==> src/rtl/fetch_unit.sv <==
// Instruction fetch stage with IF/ID pipeline register.
//
// Holds the PC, drives the icache read port, latches fetched instructions
// into IF/ID, and stops fetching once a halt opcode is fetched on the
// correct path. Redirects that arrive while the PC is stalled are
// remembered and applied on the next PC advance.
//
// Ports:
//   CLK, RST          clock (rising edge), synchronous active-high reset
//   pc_en             PC advance enable from the hazard unit
//   pipe1_en          IF/ID latch enable from the hazard unit
//   flushed1          IF/ID flush from the hazard unit
//   ihit, imemload    icache hit and fetched instruction
//   pc_src            next-PC source (diaosi_types_pkg encoding)
//   branch_sel        branch taken
//   branch_addr, jump_addr, jr_addr   redirect targets
//   imemREN, imemaddr icache read enable and fetch address (= PC)
//   instr_o, npc_o, valid_o           IF/ID instruction, PC+4, valid
//   halted_o          fetch stopped by a halt
//   fetch_cnt         number of instructions latched into IF/ID

package diaosi_types_pkg;
    typedef enum logic [1:0] {
        SEQ_DIAOSI    = 2'd0,
        BRANCH_DIAOSI = 2'd1,
        JUMP_DIAOSI   = 2'd2,
        JR_DIAOSI     = 2'd3
    } pc_src_t;
endpackage

module fetch_unit
    import diaosi_types_pkg::*;
#(
    parameter logic [31:0] RESET_PC = 32'h00000000,
    parameter logic [5:0]  HALT_OP  = 6'b111111
) (
    input  logic        CLK,
    input  logic        RST,
    input  logic        pc_en,
    input  logic        pipe1_en,
    input  logic        flushed1,
    input  logic        ihit,
    input  logic [31:0] imemload,
    input  logic [1:0]  pc_src,
    input  logic        branch_sel,
    input  logic [31:0] branch_addr,
    input  logic [31:0] jump_addr,
    input  logic [31:0] jr_addr,
    output logic        imemREN,
    output logic [31:0] imemaddr,
    output logic [31:0] instr_o,
    output logic [31:0] npc_o,
    output logic        valid_o,
    output logic        halted_o,
    output logic [31:0] fetch_cnt
);

    typedef enum logic {FETCH, HALTED} state_t;

    state_t      state, state_next;
    logic [31:0] pc, pc_next;
    logic        pend, pend_next;
    logic [31:0] pend_addr, pend_addr_next;
    logic [31:0] cnt_q;

    pc_src_t     src;
    logic        redirect;
    logic [31:0] target;
    logic [31:0] pc_plus4;
    logic        halt_hit;

    assign src      = pc_src_t'(pc_src);
    assign pc_plus4 = pc + 32'd4;

    always_comb begin
        redirect = 1'b0;
        target   = '0;
        case (src)
            BRANCH_DIAOSI: begin
                redirect = branch_sel;
                target   = branch_addr;
            end
            JUMP_DIAOSI: begin
                redirect = 1'b1;
                target   = jump_addr;
            end
            JR_DIAOSI: begin
                redirect = 1'b1;
                target   = jr_addr;
            end
            default: ;
        endcase
    end

    // A halt fetched alongside a redirect or flush is wrong-path and ignored.
    assign halt_hit = ihit && pc_en && !flushed1 && !redirect
                      && (imemload[31:26] == HALT_OP);

    always_comb begin
        state_next     = state;
        pc_next        = pc;
        pend_next      = pend;
        pend_addr_next = pend_addr;
        case (state)
            FETCH: begin
                if (pc_en) begin
                    pend_next = 1'b0;
                    if (redirect)  pc_next = target;
                    else if (pend) pc_next = pend_addr;
                    else           pc_next = pc_plus4;
                    if (halt_hit)  state_next = HALTED;
                end else if (redirect) begin
                    // Newest redirect during a stall overwrites any older one.
                    pend_next      = 1'b1;
                    pend_addr_next = target;
                end
            end
            HALTED: ;
            default: state_next = FETCH;
        endcase
    end

    always_ff @(posedge CLK) begin
        if (RST) begin
            state     <= FETCH;
            pc        <= RESET_PC;
            pend      <= 1'b0;
            pend_addr <= '0;
        end else begin
            state     <= state_next;
            pc        <= pc_next;
            pend      <= pend_next;
            pend_addr <= pend_addr_next;
        end
    end

    always_ff @(posedge CLK) begin
        if (RST) begin
            instr_o <= '0;
            npc_o   <= '0;
            valid_o <= 1'b0;
            cnt_q   <= '0;
        end else if (flushed1) begin
            instr_o <= '0;
            npc_o   <= '0;
            valid_o <= 1'b0;
        end else if (pipe1_en && ihit) begin
            instr_o <= imemload;
            npc_o   <= pc_plus4;
            valid_o <= 1'b1;
            cnt_q   <= cnt_q + 32'd1;
        end
    end

    assign imemREN   = (state == FETCH);
    assign imemaddr  = pc;
    assign halted_o  = (state == HALTED);
    assign fetch_cnt = cnt_q;

endmodule
==> config.mk <==
export PLATFORM = sky130hd
export DESIGN_NAME = fetch_unit
export DESIGN_NICKNAME = d
export VERILOG_FILES = /design/src/rtl/fetch_unit.sv
export SDC_FILE = /design/constraint.sdc
export NUM_CORES = 1
export LEC_CHECK = 0
export ABC_CLOCK_PERIOD_IN_PS = 3100
export CAP_MARGIN = 30
export CORE_MARGIN = 10
export CORE_UTILIZATION = 60
export CTS_CLUSTER_SIZE = 14
export DETAILED_ROUTE_END_ITERATION = 8
export DONT_BUFFER_PORTS = 1
export GPL_TIMING_DRIVEN = 1
export PLACE_DENSITY = 0.77
export SLEW_MARGIN = 20
export SYNTH_ARGS = -nofsm -noshare
export SYNTH_HDL_FRONTEND = slang
export SYNTH_SLANG_ARGS = --single-unit
==> constraint.sdc <==
create_clock -name CLK -period 3.1 [get_ports CLK]
set_input_delay 0.775 -clock CLK [delete_from_list [all_inputs] [get_ports CLK]]
set_output_delay 0.775 -clock CLK [all_outputs]
set_load 0.03 [all_outputs]
# Word-level counts from Yosys, hierarchy flattened
# Index checks and enable logic that the tools add are counted.
# totals
wordCells,40
regBits,163
in_bits,137
output_inout_bits,131
# classes
reduce_logical,14
n_bitwise,3
mux,9
eq_ne,4
add_sub_neg,2
# ops
cell,n
$pmux W32 S3,1
$mux W32,2
$add A32 B1 Y32 const B,1
$add A32 B3 Y32 const B,1
$eq A6 B6 Y1 const B,1
$reduce_and A2 Y1,3
$logic_and A1 B1 Y1,5
$mux W1,5
$eq A2 B2 Y1 const B,2
$reduce_or A2 Y1,2
$not A1 Y1,3
$reduce_and A3 Y1,1
$eq A2 B1 Y1 const B,1
$logic_not A1 Y1,2
$pmux W1 S2,1
$reduce_bool A2 Y1,1

# Depth between registers and ports, before layout
# logic_depth
ltp_word,9
mapped_depth,8
depth_no_buf,6

# Worst setup path after synthesis
# OpenSTA, ideal clock, no wires.
# synth_timing
path_kind,input -> register
from,input port pc_src[1]
to,"register pc[9], in the netlist imemaddr[9]"
arrival_ps,2186
path_buffers,4
path_slack_ps,779
cell_stages,8
setup_time_ps,135
required_time_ps,2965
cell_sequence,clkbuf_1 a21oi_1 clkbuf_1 clkbuf_1 clkbuf_1 o21ai_0 o311ai_0 o21ai_0
# synth_between
elab_chain_len,4
elab_cells_between_ends,7
classes_between,eq/ne (3); mux (3); reduce/logical (1)
# synth_lines
element,line,source
from (decl),44,"input logic [1:0] pc_src,"
$eq A2 B2 Y1,78,case (src)
$reduce_or A2 Y1 (no line),--,
$pmux W1 S2,78,
$mux W32 (*),108,if (redirect) pc_next = target;
to (signal assigned),131,pc <= pc_next;
to (decl),61,"logic [31:0] pc, pc_next;"
# Mark *: on every way between the ends. The rest lies on a longest branch, timed or not.
# A chain may end at the register's enable or synchronous reset.

# Worst setup path in the final report
# layout_timing
from,"register pc[2], in the netlist imemaddr[2]"
to,"register pc[24], in the netlist imemaddr[24]"
# layout_between
elab_chain_len,3
# layout_lines
element,line,source
$add A32 B3 Y32,73,assign pc_plus4 = pc + 32'd4;
$mux W32,109,else if (pend) pc_next = pend_addr;
$mux W32,108,
# No other way between the ends.

==> metrics.md <==
| Metric | Value |
|---|---|
| Slew Limit Fails | 0 |
| Synth Warn # | 0 |
| Run status | completed |
| Logic pwr share | 10.6% |
| # Post-CTS Setup Buffers | 0 |
| Sw Pwr | about 1.3 mW |
| Async SR Flop Fraction | 0% |
| Max-Cap Viols | 0 |
| Final Critical Period | about 2.7 ns |
| Sw Ratio | between 20% and 30% |
| Total Routing Usage GR | 25.4% |
| Area of the multi-input gates | roughly 4400 um^2 |
| Net Count, Synth | 1139 |
| Min-delay src | RST |
| Hold Vio Cnt, Final | 0 |
| Post-synth top area share | 40.8% |
| Most used DFF post-synth | dfxtp_1 |
| R2R setup slack | between 0.4 and 0.5 ns |
| Worst Path Required | around 3.4 ns |
| CTS resizes | 0 |
| Area growth syn-to-layout | 10.9% |
| Placed cells | ~1100 |
| Slowest stage delay, CP | 0.63 ns |
| Gpl congestion | 0.936 |
| CP Data Arrival Time | between 2 and 3 ns |
| Hold Path Depth | 1 |
| Worst-Skew Late Latency | about 0.42 ns |
| FMAX | 375 MHz |
| Final setup fails | 0 |
| Hold buffer count at CTS | 0 |
| First-pass GRT wire length | around 37 mm |
| Rows | between 40 and 50 |
| I/O pins | 268 |
| Seq/Total Area, Yosys | 40.8% |
| Period Utilization, post-route | between 80% and 90% |
| Mapped Cells | 1000 |
| Post-synth EDFFs | 0 |
| Clk buf depth | 2 |
| CP startpoint kind | register |
| Final setup TNS | 0 ns |
| Max_slew headroom | a little under two fifths |
| Vias in the first global route | 6636 |
| Worst r2r dst | imemaddr[24]$_SDFFE_PP0P_ |
| Reg power frac | between 40% and 50% |
| Die width | between 100 and 150 um |
| Power Density | 569 nW/um^2 |
| Max VDD drop | 0.379 mV |
| Initial Utilization | between 60% and 70% |
| Number of vias per cell | between 6 and 7 |
| Vias | between 7000 and 8000 |
| Setup CP Type | reg -> reg |
| Initial DRT Pass Iterations | 6 |
| Worst Reg-to-Reg Cells | 6 |
| CTS H-tree lvls | 4 |
| Routed WL per cell | 21.1 um |
| Ranking of synthesized cells by area | dfxtp_1 41%, nand2_1 6.2%, a21oi_1 5.9%, nor2_1 5.4%, o21ai_0 3.4% |
| Storage element area | around 3300 um^2 |
| Worst-path clk slew | about 0.060 ns |
| Synthesized area per cell | between 8 and 9 um^2 |
| Largest net degree at the start of global routing | between 80 and 90 |
| Slew @ Worst Pin | around 0.93 ns |
| Sink Count | around 160 |
| Grt total ovfl | 0 |
| HP Class | in -> reg |
| Placed wire-length estimate | 18.5 mm |
| Clk_skew | ~0.0057 ns |
| Worst Hold Path EP | fetch_cnt[16]$_SDFFE_PP0P_ |
| CTS tree | done |
| Synth top cells by count | 163 x dfxtp_1, 133 x nand2_1, 115 x nor2_1 |
| CP Cell Sequence | ha_1 -> nand3_1 -> or3_1 -> nor3_2 -> o21ai_0 -> a2111oi_0 |
| Post-synth top area cell | dfxtp_1 |
| Share of post-route cells with drive strength above 1 | between 10% and 20% |
| Library cells used by synthesis | 65 |
| Die Ht | between 100 and 150 um |
| Unrepaired setup endpoints after global routing | no |
| Highest net fanout along the worst path | 6 |
| Reg2reg start | imemaddr[2]$_SDFFE_PP0P_ |
| Top-count cell post-synth | dfxtp_1 |
| Final Util | 67.6% |
| CP max-delay cell | dfxtp_1 |
| Post-route ant nets | 0 |
| 1st-iter DRT viols | between 600 and 700 |
| Antenna cell count | 0 |
| Initial antenna violation count | 0 |
| WL final | between 20 and 25 mm |
| Fin cells | between 1000 and 1500 |
| DRC | 0 |
| Fillers | 1108 |
| Clock share of power | ~43% |
| Core area | roughly 13000 um^2 |
| Seq cells post-synth | roughly 160 |
| Power Internal | 3.70 mW |
| Final nets | roughly 1100 |
| Post-Syn Area | 8000 um^2 |
| Root Driver | clkbuf_16 |
| Die ar. | roughly 18000 um^2 |
| Leak pwr | about 3.1 nW |
| Critical path endpoint category | register |
| CTS Buf Count | 17 |
| Port buffer count | 0 |
==> how the worst max path moves through the flow <==
stage / endpoint / slack, ns / depth (start not counted) / from
finish: imemaddr[24]$_SDFFE_PP0P_ / 0.43 / 6 / imemaddr[2]$_SDFFE_PP0P_
global route: imemaddr[24]$_SDFFE_PP0P_ / 0.27 / 6 / imemaddr[2]$_SDFFE_PP0P_
CTS: imemaddr[24]$_SDFFE_PP0P_ / 0.46 / 6 / imemaddr[2]$_SDFFE_PP0P_
detailed placement: imemaddr[24]$_SDFFE_PP0P_ / 0.57 / 6 / imemaddr[2]$_SDFFE_PP0P_
global placement: imemaddr[24]$_SDFFE_PP0P_ / 0.71 / 6 / imemaddr[2]$_SDFFE_PP0P_
floorplan: imemaddr[9]$_SDFFE_PP0P_ / 0.78 / 8 / pc_src[1]
==> state kept, by name, summed over array words and instances (netlist names) <==
signal	flops
fetch_cnt	32
halted_o	1
imemaddr	32
instr_o	32
npc_o	32
pend	1
pend_addr	32
valid_o	1
==> per-stage QoR <==
stage	worst slack (ns)	area, um^2	power, mW	hold WS (ns)
after global routing	0.271	8880	5.22	0.402
after global placement	0.706	8260	2.90	0.433
final	0.433	8880	5.05	0.415
after CTS	0.458	8870	5.06	0.409
after detailed placement	0.566	8260	2.91	0.438
after floorplan	0.779	8000	2.78	0.432
==> cell usage in the layout (no fill, tap or decap), types with 27 or more instances in the layout <==
cell     synthesis  routed
dfxtp_1        163     163
nand2_1        133     133
nor2_1         115     115
a21oi_1         94      93
o21ai_0         55      55
buf_4            2      39
nor3_1          34      33
nand3_1         31      31
xor2_1          28      28
xnor2_1         27      27
==> kinds of logic (layout without fill, tap and decap cells) <==
group	Yosys count	in the layout	share of synthesized area, %
buffers and inverters	93	94	4.61
AND/OR/NAND/NOR	398	398	23.6
adder cells (fa/ha/maj)	2	2	0.313
multiplexers	41	41	5.36
flip-flops	163	163	40.8
XOR/XNOR	55	55	6.02
AO/OA/AOI/OAI	248	248	19.3
==> power by group through the flow <==
stage | sequential [mW] | clock [mW] | combinational [mW]
finish | 2.34 | 2.17 | 0.533
global route | 2.35 | 2.28 | 0.585
CTS | 2.34 | 2.19 | 0.528
detailed placement | 2.39 | 0 | 0.524
global placement | 2.39 | 0 | 0.517
floorplan | 2.40 | 0 | 0.385
==> critical path: cells and delay by family (launching register included) <==
kind	cells	cell delay, ns
AOI/OAI and AO/OA	2	0.58
adders and majority gates	1	0.32
DFF	1	0.63
and+or+nand+nor	3	1.01
==> layer usage <==
metal	part of all wire, %	GRT usage (%)	vias to the layer above	wire, um
met3	11	9.98	28	2800
met5	0	0	-	0
li1	-	-	3530	-
met2	46	39.8	346	11400
met1	41	31.4	3377	10200
met4	1.7	8.01	0	415
==> layout make-up <==
cell class              count  share of cell area (%)
repair buffers             40                    3.52
inverters                  22                   0.930
clock buffers              20                    5.15
well taps                 176                    2.48
clock inverters            12                    1.75
multi-input cells         744                    49.4
flip-flops and latches    163                    36.8
Note: power is estimated with default switching activity, not from simulation.
